$ cat config.mk
export PLATFORM = sky130hd
export DESIGN_NAME = m_decoder_operand_stage
export DESIGN_NICKNAME = d
export VERILOG_FILES = /design/src/rtl/m_decoder_operand_stage.sv
export SDC_FILE = /design/constraint.sdc
export NUM_CORES = 1
export LEC_CHECK = 0
export BUFFER_PORTS_ARGS = -buffer_cell sky130_fd_sc_hd__buf_2
export CORE_ASPECT_RATIO = 1.25
export CORE_MARGIN = 2
export CORE_UTILIZATION = 50
export DETAILED_ROUTE_END_ITERATION = 8
export GPL_ROUTABILITY_DRIVEN = 0
export HOLD_SLACK_MARGIN = 0.05
export MAX_ROUTING_LAYER = met4
export PLACE_DENSITY = 0.81
export SYNTH_ARGS = -nofsm -noshare
export SYNTH_HDL_FRONTEND = slang
export SYNTH_SLANG_ARGS = --single-unit
$ cat constraint.sdc
create_clock -name clk -period 3 [get_ports clk]
set_input_delay 0.15 -clock clk [delete_from_list [all_inputs] [get_ports clk]]
set_output_delay 0.15 -clock clk [all_outputs]
set_load 0.02 [all_outputs]
$ cat src/rtl/m_decoder_operand_stage.sv
// ---------------------------------------------------------------------------
// m_decoder_operand_stage
//
// Registered operand-fetch stage sitting between the decoder and execute.
// It decodes the instruction kind and register fields, reads the register
// file through two combinational read ports, and sign-extends the RRI
// immediate to XLEN. A 32-entry scoreboard tracks destination registers
// whose results are still in flight. A read-after-write hazard on a used
// source either stalls the stage, or, with BYPASS=1, is resolved by taking
// the same-cycle writeback data.
//
// Ports
//   clk             clock
//   reset           synchronous, active-high reset
//   flush           drop the held output and clear the scoreboard
//   in_valid        decoder presents an instruction
//   in_ready        stage accepts this cycle
//   in_kind         instruction kind (e_kind)
//   in_instruction  raw 32-bit instruction
//   rs_sel/rs_in    register-file read port A (select out, data in)
//   rq_sel/rq_in    register-file read port B (select out, data in)
//   wb_en           writeback strobe
//   wb_sel          writeback register
//   wb_data         writeback data
//   out_valid       operands are held for execute
//   out_ready       execute accepts the held operands
//   out_kind        registered instruction kind
//   out_val_a       operand A
//   out_val_b       operand B (register or sign-extended immediate)
//   out_rd          destination register
//
// Parameters
//   XLEN    operand / register data width (must exceed IMM_W)
//   IMM_W   RRI immediate width, taken from in_instruction[IMM_W-1:0], 1..15
//   BYPASS  1 = forward same-cycle writeback into operands, 0 = stall
// ---------------------------------------------------------------------------

package m_decoder_operand_stage_pkg;

    // Value 0 is the reset value of the registered kind.
    typedef enum logic [1:0] {
        KIND_NONE = 2'd0,
        KIND_RRR  = 2'd1,
        KIND_RRI  = 2'd2,
        KIND_SYS  = 2'd3
    } e_kind;

endpackage

module m_decoder_operand_stage
    import m_decoder_operand_stage_pkg::*;
#(
    parameter int XLEN   = 32,
    parameter int IMM_W  = 12,
    parameter int BYPASS = 1
) (
    input  logic            clk,
    input  logic            reset,
    input  logic            flush,

    input  logic            in_valid,
    output logic            in_ready,
    input  e_kind           in_kind,
    input  logic [31:0]     in_instruction,

    output logic [4:0]      rs_sel,
    input  logic [XLEN-1:0] rs_in,
    output logic [4:0]      rq_sel,
    input  logic [XLEN-1:0] rq_in,

    input  logic            wb_en,
    input  logic [4:0]      wb_sel,
    input  logic [XLEN-1:0] wb_data,

    output logic            out_valid,
    input  logic            out_ready,
    output e_kind           out_kind,
    output logic [XLEN-1:0] out_val_a,
    output logic [XLEN-1:0] out_val_b,
    output logic [4:0]      out_rd
);

    // -----------------------------------------------------------------------
    // Field decode
    // -----------------------------------------------------------------------
    logic [4:0]      dec_rs;
    logic [4:0]      dec_rq;
    logic [4:0]      dec_rd;
    logic            use_rs;
    logic            use_rq;
    logic            use_imm;
    logic [XLEN-1:0] imm_ext;

    // NOTE: every signal assigned in an always_comb gets a default first, so
    // no path through the case leaves it unassigned and no latch is inferred.
    always_comb begin
        dec_rs  = 5'd0;
        dec_rq  = 5'd0;
        dec_rd  = 5'd0;
        use_rs  = 1'b0;
        use_rq  = 1'b0;
        use_imm = 1'b0;
        case (in_kind)
            KIND_RRR: begin
                dec_rs = in_instruction[17:13];
                dec_rq = in_instruction[12:8];
                dec_rd = in_instruction[22:18];
                use_rs = 1'b1;
                use_rq = 1'b1;
            end
            KIND_RRI: begin
                dec_rs  = in_instruction[19:15];
                dec_rd  = in_instruction[24:20];
                use_rs  = 1'b1;
                use_imm = 1'b1;
            end
            default: begin
                // Non-register kinds carry no operands and no destination.
            end
        endcase
    end

    assign imm_ext = {{(XLEN-IMM_W){in_instruction[IMM_W-1]}},
                      in_instruction[IMM_W-1:0]};

    // The selects follow the instruction even when in_valid is low, so the
    // register file read is already settled when the instruction arrives.
    assign rs_sel = dec_rs;
    assign rq_sel = dec_rq;

    // Bits above the widest field are not part of any supported encoding.
    logic unused_instr_bits;
    assign unused_instr_bits = ^in_instruction[31:25];

    // -----------------------------------------------------------------------
    // Scoreboard lookup, bypass and hazard
    // -----------------------------------------------------------------------
    logic [31:0] scoreboard;

    logic rs_busy;
    logic rq_busy;
    logic rs_fwd;
    logic rq_fwd;
    logic rs_stall;
    logic rq_stall;
    logic hazard;

    // Register 0 is hard-wired to zero, so it is never pending.
    assign rs_busy = use_rs && (dec_rs != 5'd0) && scoreboard[dec_rs];
    assign rq_busy = use_rq && (dec_rq != 5'd0) && scoreboard[dec_rq];

    // A busy source is only released by a writeback to exactly that
    // register in this very cycle; anything else leaves it stalled.
    assign rs_fwd = (BYPASS != 0) && rs_busy && wb_en && (wb_sel == dec_rs);
    assign rq_fwd = (BYPASS != 0) && rq_busy && wb_en && (wb_sel == dec_rq);

    assign rs_stall = rs_busy && !rs_fwd;
    assign rq_stall = rq_busy && !rq_fwd;
    assign hazard   = rs_stall || rq_stall;

    // -----------------------------------------------------------------------
    // Operand selection
    // -----------------------------------------------------------------------
    logic [XLEN-1:0] opnd_a;
    logic [XLEN-1:0] opnd_b;

    always_comb begin
        opnd_a = '0;
        if (use_rs && (dec_rs != 5'd0)) begin
            opnd_a = rs_fwd ? wb_data : rs_in;
        end

        opnd_b = '0;
        if (use_imm) begin
            opnd_b = imm_ext;
        end else if (use_rq && (dec_rq != 5'd0)) begin
            opnd_b = rq_fwd ? wb_data : rq_in;
        end
    end

    // -----------------------------------------------------------------------
    // Handshake
    // -----------------------------------------------------------------------
    logic accept;

    assign in_ready = !reset && !flush && !hazard && (!out_valid || out_ready);
    assign accept   = in_valid && in_ready;

    // -----------------------------------------------------------------------
    // Scoreboard next state
    // -----------------------------------------------------------------------
    logic [31:0] sb_set;
    logic [31:0] sb_clr;
    logic [31:0] sb_next;

    // dec_rd is already 0 for kinds without a destination.
    assign sb_set = (accept && (dec_rd != 5'd0)) ? (32'd1 << dec_rd) : 32'd0;
    assign sb_clr = (wb_en && (wb_sel != 5'd0)) ? (32'd1 << wb_sel) : 32'd0;

    // Set is applied after clear: a new pending write to the register that
    // is being written back right now must stay pending.
    assign sb_next = (scoreboard & ~sb_clr) | sb_set;

    // -----------------------------------------------------------------------
    // Output and scoreboard registers
    // -----------------------------------------------------------------------
    // NOTE: sequential state uses non-blocking assignments so every register
    // samples the pre-edge values, independent of statement order.
    always_ff @(posedge clk) begin
        if (reset) begin
            out_valid  <= 1'b0;
            out_kind   <= KIND_NONE;
            out_val_a  <= '0;
            out_val_b  <= '0;
            out_rd     <= 5'd0;
            scoreboard <= 32'd0;
        end else if (flush) begin
            // Data registers keep stale contents; out_valid guards them.
            out_valid  <= 1'b0;
            scoreboard <= 32'd0;
        end else begin
            scoreboard <= sb_next;
            if (accept) begin
                out_valid <= 1'b1;
                out_kind  <= in_kind;
                out_val_a <= opnd_a;
                out_val_b <= opnd_b;
                out_rd    <= dec_rd;
            end else if (out_ready) begin
                out_valid <= 1'b0;
            end
        end
    end

endmodule

* Yosys cells after proc, flatten, opt, wreduce, memory -nomap -nowiden *
Cells that the tools add are included.

storage, ports and cells
  output and inout bits = 83
  word-level logic and storage cells = 69
  input bits = 141
  register bits after elaboration = 104

cells by class
  order comparisons = 2
  reductions and logical operators = 32
  bitwise operators = 4
  multiplexer cells = 19
  shifts and indexed selects = 2
  eq/ne operators = 4

operators by type and width
  kind                  number
  $mux 32               7
  $shl 1x5->32 const A  2
  $and 32x32->32        1
  $not 32->32           1
  $or 32x32->32         1
  $pmux 5 s2            2
  $reduce_bool 5->1     4
  $logic_and 1x1->1     16
  $lt 5x6->1 const B    2
  $bmux 1 s5            2
  $eq 5x5->1            2
  $mux 1                7
  $logic_not 1->1       6
  $mux 5                1
  $reduce_or 2->1       2
  $eq 2x1->1 const B    1
  $eq 2x2->1 const B    1
  $logic_or 1x1->1      2
  $reduce_and 2->1      1
  $reduce_bool 2->1     1
  $not 1->1             1

* Logic depth before layout (Yosys ltp) *
Gate-level depths: netlist of the first run.

  depth in word-level cells = 17
  depth in mapped cells = 16

* Worst setup path before layout of the first run *
OpenSTA, ideal clock, no wires.

  path kind = input-to-reg
  start point = input port in_kind[1]
  end point = register out_val_a[0]
  setup slack = 0.264 ns
  data arrival time = 2.592 ns
  stages = 13
  buffers on the path = 3
  data required time = 2.856 ns
  library setup time = 0.144 ns
  cell sequence = inv_1 -> ha_1 -> buf_4 -> a22oi_1 -> nor2_2 -> a311o_1 -> a41oi_1 -> a31o_1 -> or4b_1 -> buf_2 -> buf_6 -> mux2i_1 -> o32ai_1

between the ends
  word-level cells in the longest chain between the ends = 15
  elaborated cells on any way between the ends = 35

ends and longest elaborated chain
  what                                                               RTL line  RTL
  from (decl)                                                        63        input e_kind in_kind,
  $eq 2x2->1 or $eq 2x1->1 (tied branches)                           103       case (in_kind)
  $pmux 5 s2 *                                                       103
  via rs_sel[4]                                                      66        output logic [4:0] rs_sel,
  $bmux 1 s5 or $reduce_bool 5->1 (tied branches)                    149, 169
  $mux 1 (not written as such) or $logic_and 1x1->1 (tied branches)  149, 169
  $logic_and 1x1->1                                                  149       assign rs_busy = use_rs && (dec_rs != 5'd0) && scoreboard[dec_rs];
  $logic_and 1x1->1 (2 in series)                                    154       assign rs_fwd = (BYPASS != 0) && rs_busy && wb_en && (wb_sel == dec_rs);
  $logic_not 1->1                                                    157       assign rs_stall = rs_busy && !rs_fwd;
  $logic_and 1x1->1                                                  157
  $logic_or 1x1->1                                                   159       assign hazard = rs_stall || rq_stall;
  $logic_not 1->1                                                    186       assign in_ready = !reset && !flush && !hazard && (!out_valid || out_ready);
  $logic_and 1x1->1 (2 in series)                                    186
  $logic_and 1x1->1                                                  187       assign accept = in_valid && in_ready;
  $reduce_and 2->1 (no line)                                         n/a
  to (signal assigned)                                               226       out_val_a <= opnd_a;
  to (decl)                                                          78        output logic [XLEN-1:0] out_val_a,

Mark *: on every way through the listed nets, which the timed path passes. The rest lies on a longest branch. The select of a mux whose other input is x is not followed.
A chain may end at the register's enable or synchronous reset.

* Worst setup path after layout of the first run *
  start point = input port in_kind[0]
  end point = register out_val_a[11]

between the ends
  word-level cells in the longest chain between the ends = 15
  elaborated cells on any way between the ends = 35

ends and longest elaborated chain
  what                                                  RTL line
  $eq 2x2->1 or $eq 2x1->1 (tied branches)              103
  $pmux 5 s2 (tied with other cells)                    103
  $bmux 1 s5 (tied with other cells)                    149
  $mux 1 (not written as such) (tied with other cells)  149
  $logic_and 1x1->1 (on tied branches)                  149, 150
  $logic_and 1x1->1 (on tied branches) (2 in series)    154, 155
  $logic_not 1->1 (on tied branches)                    157, 158
  $logic_and 1x1->1 (on tied branches)                  157, 158
  $logic_or 1x1->1                                      159
  $logic_not 1->1                                       186
  $logic_and 1x1->1 (2 in series)                       186
  $logic_and 1x1->1                                     187
  $reduce_and 2->1 (no line)                            n/a

Several ways; a longest one is shown, not always the timed one. The select of a mux whose other input is x is not followed.

==> results.md, run 1 <==
- Counting flops and latches in the post-synthesis netlist gives roughly 100.
- The post-CTS setup-driven buffer insertion count is 0.
- The root buffer cell chosen for the clock tree is sky130_fd_sc_hd__clkbuf_16.
- After clock tree synthesis, the clock-pin slew on the worst setup and hold paths is 80 ps.
- The most common cell after layout, fill and taps aside is sky130_fd_sc_hd__buf_2.
- CTS built an H-tree with a depth of 3.
- The final standard cell area without fillers is between 7000 and 8000 um^2.
- The post-route fraction of the period consumed by the critical path is 0.9394.
- The chip width is 101.8 um.
- The worst setup path startpoint is in_kind[0].
- At the pin with the least slew margin, the transition time is a little under 800 ps.
- The via count of the first global-routing pass is just over 6,000.
- In the synthesized netlist, the number of instances is approximately 700.
- The remaining max-slew budget at the tightest pin is 0.4823.
- The total vias in the final route is around 6,500.
- The routed design has 20,010 um of wire.
- The wire-length estimate of the detail-placed layout is 15,070 um.
- The share of synthesized area in the top cell type comes to 0.3480.
- The routed length per placed instance is between 15 and 20 um.
- Summed over all layers, the global routing overflow is 0.
- The first-pass GRT wire length is about 31,000 um.
- In this run the cell area measured after placement is 7502 um^2.
- The achievable frequency is ~350 MHz.
- The startpoint kind of the worst setup timing path is an input port.
- The complex-gate fraction of the synthesized area is 0.2424.
- STA puts the critical path data arrival time at ~3000 ps.
- The minimum period implied by the final worst setup slack is ~2800 ps.
- The number of clock buffers added by TritonCTS is 9.
- The area of the core is 11,670 um^2.
- The total negative slack is 0 ps.
- Of the total synthesized cell area, the portion taken by full adders, half adders and majority gates is 0.004183.
- The sequential area share after synthesis is 0.3480.
- Along the worst path, the maximum fanout reaches 32.
- Dividing total power by cell area gives a power density of about 450 nW/um^2.
- The mapped netlist covers between 5000 and 6000 um^2.
- Post-CTS repair changed the size of 0 cells.
- The net count after synthesis is 841.
- The clock insertion delay at the later pin of the skew report is between 300 and 400 ps.
- The total number of clock tree sinks is 104.
- The worst-case IR drop observed on VDD is 0.0002889 V.
- The count of nets left with antenna violations once routing finished came out at 0.
- In this run the vertical extent of the chip is 126.3 um.
- The kind of critical path is in -> reg.
- In this design, the stage delay of the slowest critical-path cell is between 600 and 700 ps.
- The number of max-cap violations is 0.
- The initial utilization of the core area, before any placement, comes to 0.5125.
- The final setup violation count is 0.
- The max-slew violation count came to 0.
- The post-layout utilization of the core is 0.6728.
- The number of warning messages in the yosys log is 0.
- The analysis attributes to cell leakage a power of 3.542 nW.
- The number of top-level design ports is approximately 220.
- The longest clock path from root to sink contains 2 buffers.
- The fraction of synthesized cell area in xor and xnor cells is 0.005857.
- After synthesis, the share of cell area in mux cells is 0.1504.
- Entering global routing, the biggest net connects 73 pins.
- The proportion of synthesized flip-flops having asynchronous set or reset is 0.
- The number of violations reported at the end of detailed-routing iteration 0 is ~480.
- The number of stages on the worst hold path is 3.
- In this run, synthesis inferred 0 flip-flops with an integrated enable.
- The worst register-to-register path has a depth of 12.
- The critical path goes through buf_2, inv_1, ha_1, buf_4, a22oi_1, nor2_2, a311o_1, a41oi_1, a31o_1, or4b_2, buf_12, mux2i_1, o32ai_1.
- Ranked by total cell area, the synthesized netlist is headed by sky130_fd_sc_hd__dfxtp_1 (35%), sky130_fd_sc_hd__mux2i_1 (7.7%), sky130_fd_sc_hd__a211oi_1 (5.0%), sky130_fd_sc_hd__mux2_2 (4.7%), sky130_fd_sc_hd__o32ai_1 (4.7%).
- The master of the slowest instance on the critical path is sky130_fd_sc_hd__or4b_2.
- The simple-gate share of the synthesized area is 0.1654.
- STA classifies the critical path endpoint as a register.
- Setup repair after global routing left no endpoint under its margin.
- The library cells used most frequently in the layout, excluding fill and tap cells, are sky130_fd_sc_hd__buf_2 (216), sky130_fd_sc_hd__dfxtp_1 (104), sky130_fd_sc_hd__nor2_1 (63).
- In this run the critical register-to-register path is launched from scoreboard[29]$_SDFF_PP0_.
- The number of vias per cell is a little under 6.
- The first detailed-routing pass ran for 5 iterations.
- The total global routing track utilization is 0.3125.
- The initial antenna violation count came to 2.
- In this run the most critical hold path is launched from rs_in[12].
- The mean instance size in the synthesized netlist is 8.570 um^2.
- Input and output buffers added on the ports amount to about 220.
- After synthesis, the largest family of logic cells by area is compound AO/OA/AOI/OAI gates.
- For this run, the leading register cell type out of synthesis is sky130_fd_sc_hd__dfxtp_1.
- For this run, the post-layout net count is between 1,000 and 1,500.
- For this run, design rule violations remaining after detail routing come to 0.
- The count of final hold-check violations is 0.
- The clock tree from TritonCTS is done.
- The cell row count is 44.
- For hold timing, the worst endpoint is out_val_a[12]$_SDFFE_PP0P_.
- The count of hold buffers inserted by post-cts repair is 0.
- The clock skew is 9.187 ps.
- The most area-hungry cell type in the Yosys netlist is sky130_fd_sc_hd__dfxtp_1.
- The minimum setup slack among reg-to-reg paths is between 200 and 300 ps.
- The synthesis-to-finish area growth is 31.27%.
- For the worst setup path, the data required time is approximately 3200 ps.
- Synthesis instantiated 63 different standard cells from the library.
- The tightest hold path in the finished design has a slack of 63.79 ps.
- The classification of the worst-slack hold path is in -> reg.
- In the final layout, the share of cells above drive strength 1 is 0.3603.
- The worst register-to-register path ends at scoreboard[29]$_SDFF_PP0_.
- The area of the die is approximately 13,000 um^2.
- The flow ran to the end, and the final reports show no timing, DRC or antenna violations.
## critical path, delay by kind of cell
kind	cells	cell delay (ps)
and+or+nand+nor	2	910
adders and majority gates	1	360
buffers and inverters	4	590
muxes	1	180
AOI/OAI and AO/OA	5	800
## cell families (layout without fill, tap and decap cells)
family                   count (synthesis)  after routing
AO/OA/AOI/OAI                          195            195
XOR/XNOR                                 4              4
adder cells (fa/ha/maj)                  2              2
buffers and inverters                  103            332
flip-flops                             104            104
multiplexers                            82             82
other                                    0              2
AND/OR/NAND/NOR                        208            208
## stage by stage
step | power [mW] | setup WS, ps | cells
finish | 3.518 | 181.8 | 1090
global route | 3.651 | 31.77 | 1090
CTS | 3.519 | 220.9 | 1088
detailed placement | 2.180 | -122.2 | 1072
global placement | 2.170 | -51.89 | 1072
floorplan | 1.878 | 263.6 | 698
## flip-flops by register name, summed over array words and instances (netlist names)
register    count
out_val_a      32
out_val_b      32
scoreboard     32
out_rd          5
out_kind        2
out_valid       1
## per-layer routing
layer  routed length (um)  track usage
met5                    0            -
met1                 7726       0.3666
met4                  971       0.1576
met2                 9568       0.5000
met3                 1744      0.06832
## report_power, final
| group | internal [mW] | switching, mW |
|---|---|---|
| clock | 0.822 | 0.534 |
| combinational | 0.295 | 0.419 |
| sequential | 1.43 | 0.0219 |
| total | 2.54 | 0.975 |
## cells in the mapped netlist (all sizes together) (4+ instances only)
cell type and count:
dfxtp 104, nor2 65, nand2 56, mux2i 46
a211oi 40, inv 40, o21ai 37, buf 34
mux2 33, o32ai 32, clkbuf 27, nand3 25
a22oi 21, a21oi 12, o211ai 12, nand4 9
and3 8, o31ai 8, nand2b 7, nor2b 6
nor3 6, or3 6, a22o 5, nor4 5
a221oi 4, and2 4
## worst max-delay path by stage
stage                                 endpoint
floorplan            out_val_a[0]$_SDFFE_PP0P_
global placement     out_val_a[0]$_SDFFE_PP0P_
detailed placement  out_val_a[13]$_SDFFE_PP0P_
CTS                 out_val_a[11]$_SDFFE_PP0P_
global route        out_val_a[11]$_SDFFE_PP0P_
finish              out_val_a[11]$_SDFFE_PP0P_
## final cells by class
class	count	area, um^2
well taps	161	201.4
fillers	1005	3819
diodes	2	5.005
repair buffers	274	1629
clock inverters	6	116.4
inverters	42	157.7
flip-flops and latches	104	2082
clock buffers	10	229.0
multi-input cells	491	3432
(Power assumes the default switching activity.)
==> run 2, diff against run 1 <==
--- a/config.mk
+++ b/config.mk
@@ -8,12 +8,13 @@
 export BUFFER_PORTS_ARGS = -buffer_cell sky130_fd_sc_hd__buf_2
 export CORE_ASPECT_RATIO = 1.25
 export CORE_MARGIN = 2
-export CORE_UTILIZATION = 50
+export CORE_UTILIZATION = 51
+export CTS_BUF_LIST = sky130_fd_sc_hd__clkbuf_4 sky130_fd_sc_hd__clkbuf_8
 export DETAILED_ROUTE_END_ITERATION = 8
 export GPL_ROUTABILITY_DRIVEN = 0
 export HOLD_SLACK_MARGIN = 0.05
 export MAX_ROUTING_LAYER = met4
-export PLACE_DENSITY = 0.81
+export PLACE_DENSITY = 0.82
 export SYNTH_ARGS = -nofsm -noshare
 export SYNTH_HDL_FRONTEND = slang
 export SYNTH_SLANG_ARGS = --single-unit
==> run 2 against run 1 <==
- final cell count up 0.46%
- fmax up 1.3%
- via count up 3.1%
- highest routed layer unchanged
- critical path depth unchanged
- sequential power about the same
- register-to-register slack better by 30 ps
- hold slack worse by 11 ps
- sequential cell count unchanged
- power down 9.5%
==> results.md, run 2 (synthesis results as in run 1) <==
- The startpoint kind of the worst setup timing path is an input port (unchanged).
- The worst-case setup slack after placement was -111.1 ps (was -122.2 ps).
- The number of top-level design ports was 224 (unchanged).
- The sum of overflow across all layers after global routing is 0 (unchanged).
- The maximum buffer depth of the clock tree was 2 (unchanged).
- Commonest non-fill, non-tap cells in the layout: sky130_fd_sc_hd__buf_2 (216), sky130_fd_sc_hd__dfxtp_1 (104), sky130_fd_sc_hd__nor2_1 (63) (unchanged).
- The count of port buffers added during placement is 216 (unchanged).
- The capture point of the worst reg-to-reg path is out_val_b[17]$_SDFFE_PP0P_ (was scoreboard[29]$_SDFF_PP0_).
- The clock insertion delay at the later pin of the skew report is 380 ps (was 350 ps).
- The total number of clock tree sinks is 104 (unchanged).
- The share of final-layout standard cells stronger than drive strength 1 is 0.3504 (was 0.3603).
- The number of max-cap violations is 0 (unchanged).
- The placement-stage cell area is 7461 um^2 (was 7502 um^2).
- The cell row count is 44 (unchanged).
- The max-slew violation count is 0 (unchanged).
- The remaining max-slew budget at the tightest pin came to 0.4862 (was 0.4823).
- The total global routing track utilization was 0.3354 (was 0.3125).
- The post-route non-filler standard cell count is 1,095 (was 1,090).
- The clock root buffer master is sky130_fd_sc_hd__clkbuf_8 (was sky130_fd_sc_hd__clkbuf_16).
- The routed length per placed instance came to 19.16 um (was 18.36 um).
- The initial cell density of the core is 0.5199 (was 0.5125).
- The achievable frequency came to 359.5 MHz (was 354.8 MHz).
- The startpoint of the tightest hold check path was rs_in[31] (was rs_in[12]).
- The first-pass GRT wire length was 32,760 um (was 30,880 um).
- The minimum period implied by the final worst setup slack was 2782 ps (was 2818 ps).
- The post-CTS setup-driven buffer insertion count came to 0 (unchanged).
- The number of buffers added by the clock tree synthesis step came to 9 (unchanged).
- The capturing element of the worst setup path is out_val_a[0]$_SDFFE_PP0P_ (was out_val_a[11]$_SDFFE_PP0P_).
- The via count of the first global-routing pass is 6,401 (was 6,034).
- The count of cells along the worst register-to-register path is 11 (was 12).
- Unrepaired setup endpoints after global routing: false (unchanged).
- The initial antenna violation count is 1 (was 2).
- The iteration count of the initial detailed-routing pass came to 6 (was 5).
- The area of the core is 11,510 um^2 (was 11,670 um^2).
- The final critical-path setup slack came to 218.1 ps (was 181.8 ps).
- Registers with the most flip-flops: out_val_a x32, out_val_b x32, scoreboard x32 (unchanged).
- The post-CTS resize count is 0 (unchanged).
- The power density normalized to cell area is 398.9 nW/um^2 (was 448.0 nW/um^2).
- The H-tree depth reported by CTS is 3 (unchanged).
- The height of the die came to 125.1 um (was 126.3 um).
- The worst setup path startpoint is in_kind[0] (unchanged).
- The maximum vdd ir drop is 0.0002606 V (was 0.0002889 V).
- The data required time of the worst path is 3240 ps (was 3200 ps).
- The synthesis-to-finish area growth was 33.47% (was 31.27%).
- The number of stages on the worst hold path is 3 (unchanged).
- The area of the die is 12,620 um^2 (was 12,860 um^2).
- The final standard cell area without fillers is 7984 um^2 (was 7853 um^2).
- The pin count of the biggest net entering global routing is 73 (unchanged).
- The chip width is 100.9 um (was 101.8 um).
- The number of design rule violations left after detail routing is 0 (unchanged).
- The most common cell after layout, fill and taps aside is sky130_fd_sc_hd__buf_2 (unchanged).
- Result of the run: completed (unchanged).
- The total vias in the final route came to 6,696 (was 6,494).
- The pin slew with the least headroom to its limit is 770.8 ps (was 776.5 ps).
- The kind of critical path is in -> reg (unchanged).
- The maximum fanout encountered on the critical timing path is 32 (unchanged).
- The clock skew is 18.28 ps (was 9.187 ps).
- The clock-pin slew reported for the worst setup and hold paths after clock tree synthesis came to 110 ps (was 80 ps).
- The leakage component of the power is 3.603 nW (was 3.542 nW).
- The post-detailed-route count of antenna-violating nets was 0 (unchanged).
- The number of placed cells counting well taps is 1,049 (was 1,072).
- The category of the worst setup path capture point was a register (unchanged).
- The post-route fraction of the period consumed by the critical path is 0.9273 (was 0.9394).
- The number of violations reported at the end of detailed-routing iteration 0 is 492 (was 479).
- The aggregate routed wire length is 20,980 um (was 20,010 um).
- The launch point of the worst reg-to-reg path was scoreboard[29]$_SDFF_PP0_ (unchanged).
- The signal arrival time at the worst endpoint came to 3020 ps (was 3010 ps).
- The estimated wirelength of the detail-placed design came to 15,410 um (was 15,070 um).
- The minimum setup slack among reg-to-reg paths was 310 ps (was 280 ps).
- The classification of the worst-slack hold path is in -> reg (unchanged).
- The number of vias per cell is 6.115 (was 5.958).
- The final net count came to 1,094 (was 1,065).
- The total negative slack is 0 ps (unchanged).
- The clock tree from TritonCTS is done (unchanged).
- The count of final hold-check violations is 0 (unchanged).
- The total power is 3.185 mW (was 3.518 mW).
- The final setup violation count is 0 (unchanged).
==> run 2: changes by cell type in the layout (fill, tap and decap cells not counted), sizes merged <==
cell / change
dlygate4sd3: +29
clkinvlp: +2
bufinv: -1
diode: -1
inv: -1
==> run 2: critical path, cell delays in order <==
cell,delay [ps]
sky130_fd_sc_hd__buf_2,110
sky130_fd_sc_hd__inv_1,40
sky130_fd_sc_hd__ha_1,250
sky130_fd_sc_hd__buf_4,190
sky130_fd_sc_hd__a22oi_4,180
sky130_fd_sc_hd__or2_2,220
sky130_fd_sc_hd__a221oi_1,70
sky130_fd_sc_hd__a311o_1,320
sky130_fd_sc_hd__a31o_1,240
sky130_fd_sc_hd__or4b_2,660
sky130_fd_sc_hd__buf_12,220
sky130_fd_sc_hd__mux2i_1,220
sky130_fd_sc_hd__o32ai_1,120
==> run 2: area by class of cell <==
type,instances,area [um^2]
Sequential cell,104,2082
Clock inverter,6,92.59
Inverter,42,157.7
Multi-Input combinational cell,491,3432
Antenna cell,1,2.502
Clock buffer,10,137.6
Fill cell,916,3522
Timing Repair Buffer,303,1907
Tap cell,138,172.7
==> run 2: layer usage <==
metal | global-route usage | share of wire
met1 | 0.3702 | 0.36
met2 | 0.5514 | 0.48
met3 | 0.06875 | 0.090
met4 | 0.1958 | 0.063
met5 | - | 0
==> run 2: worst min path at each step <==
stage,slack (ps),endpoint
6_report,50,out_val_a[31]$_SDFFE_PP0P_
5_1_grt,50,out_val_a[14]$_SDFFE_PP0P_
4_1_cts,50,out_val_a[31]$_SDFFE_PP0P_
3_5_place_dp,420,out_val_a[22]$_SDFFE_PP0P_
3_3_place_gp,410,out_val_a[20]$_SDFFE_PP0P_
2_1_floorplan,300,out_kind[1]$_SDFFE_PP0P_
==> run 2: what timing repair did <==
action	CTS	global route
hold endpoints to repair	23	0
hold buffers	29	0
endpoints found under the setup margin	0	0
==> run 2: where the power goes <==
| part | leakage, nW | switching (mW) | total, mW | internal (mW) |
|---|---|---|---|---|
| clock | 0.109 | 0.495 | 0.990 | 0.496 |
| sequential | 0.842 | 0.0237 | 1.45 | 1.43 |
| combinational | 2.65 | 0.430 | 0.745 | 0.315 |
| total | 3.60 | 0.948 | 3.18 | 2.24 |
==> run 2: stage by stage <==
step / util / hold slack (ps)
2_1_floorplan: - / 297.2
3_3_place_gp: 0.6484 / 409.4
3_5_place_dp: 0.6484 / 422.1
4_1_cts: 0.6937 / 50.14
5_1_grt: 0.6939 / 51.96
6_report: 0.6939 / 52.91
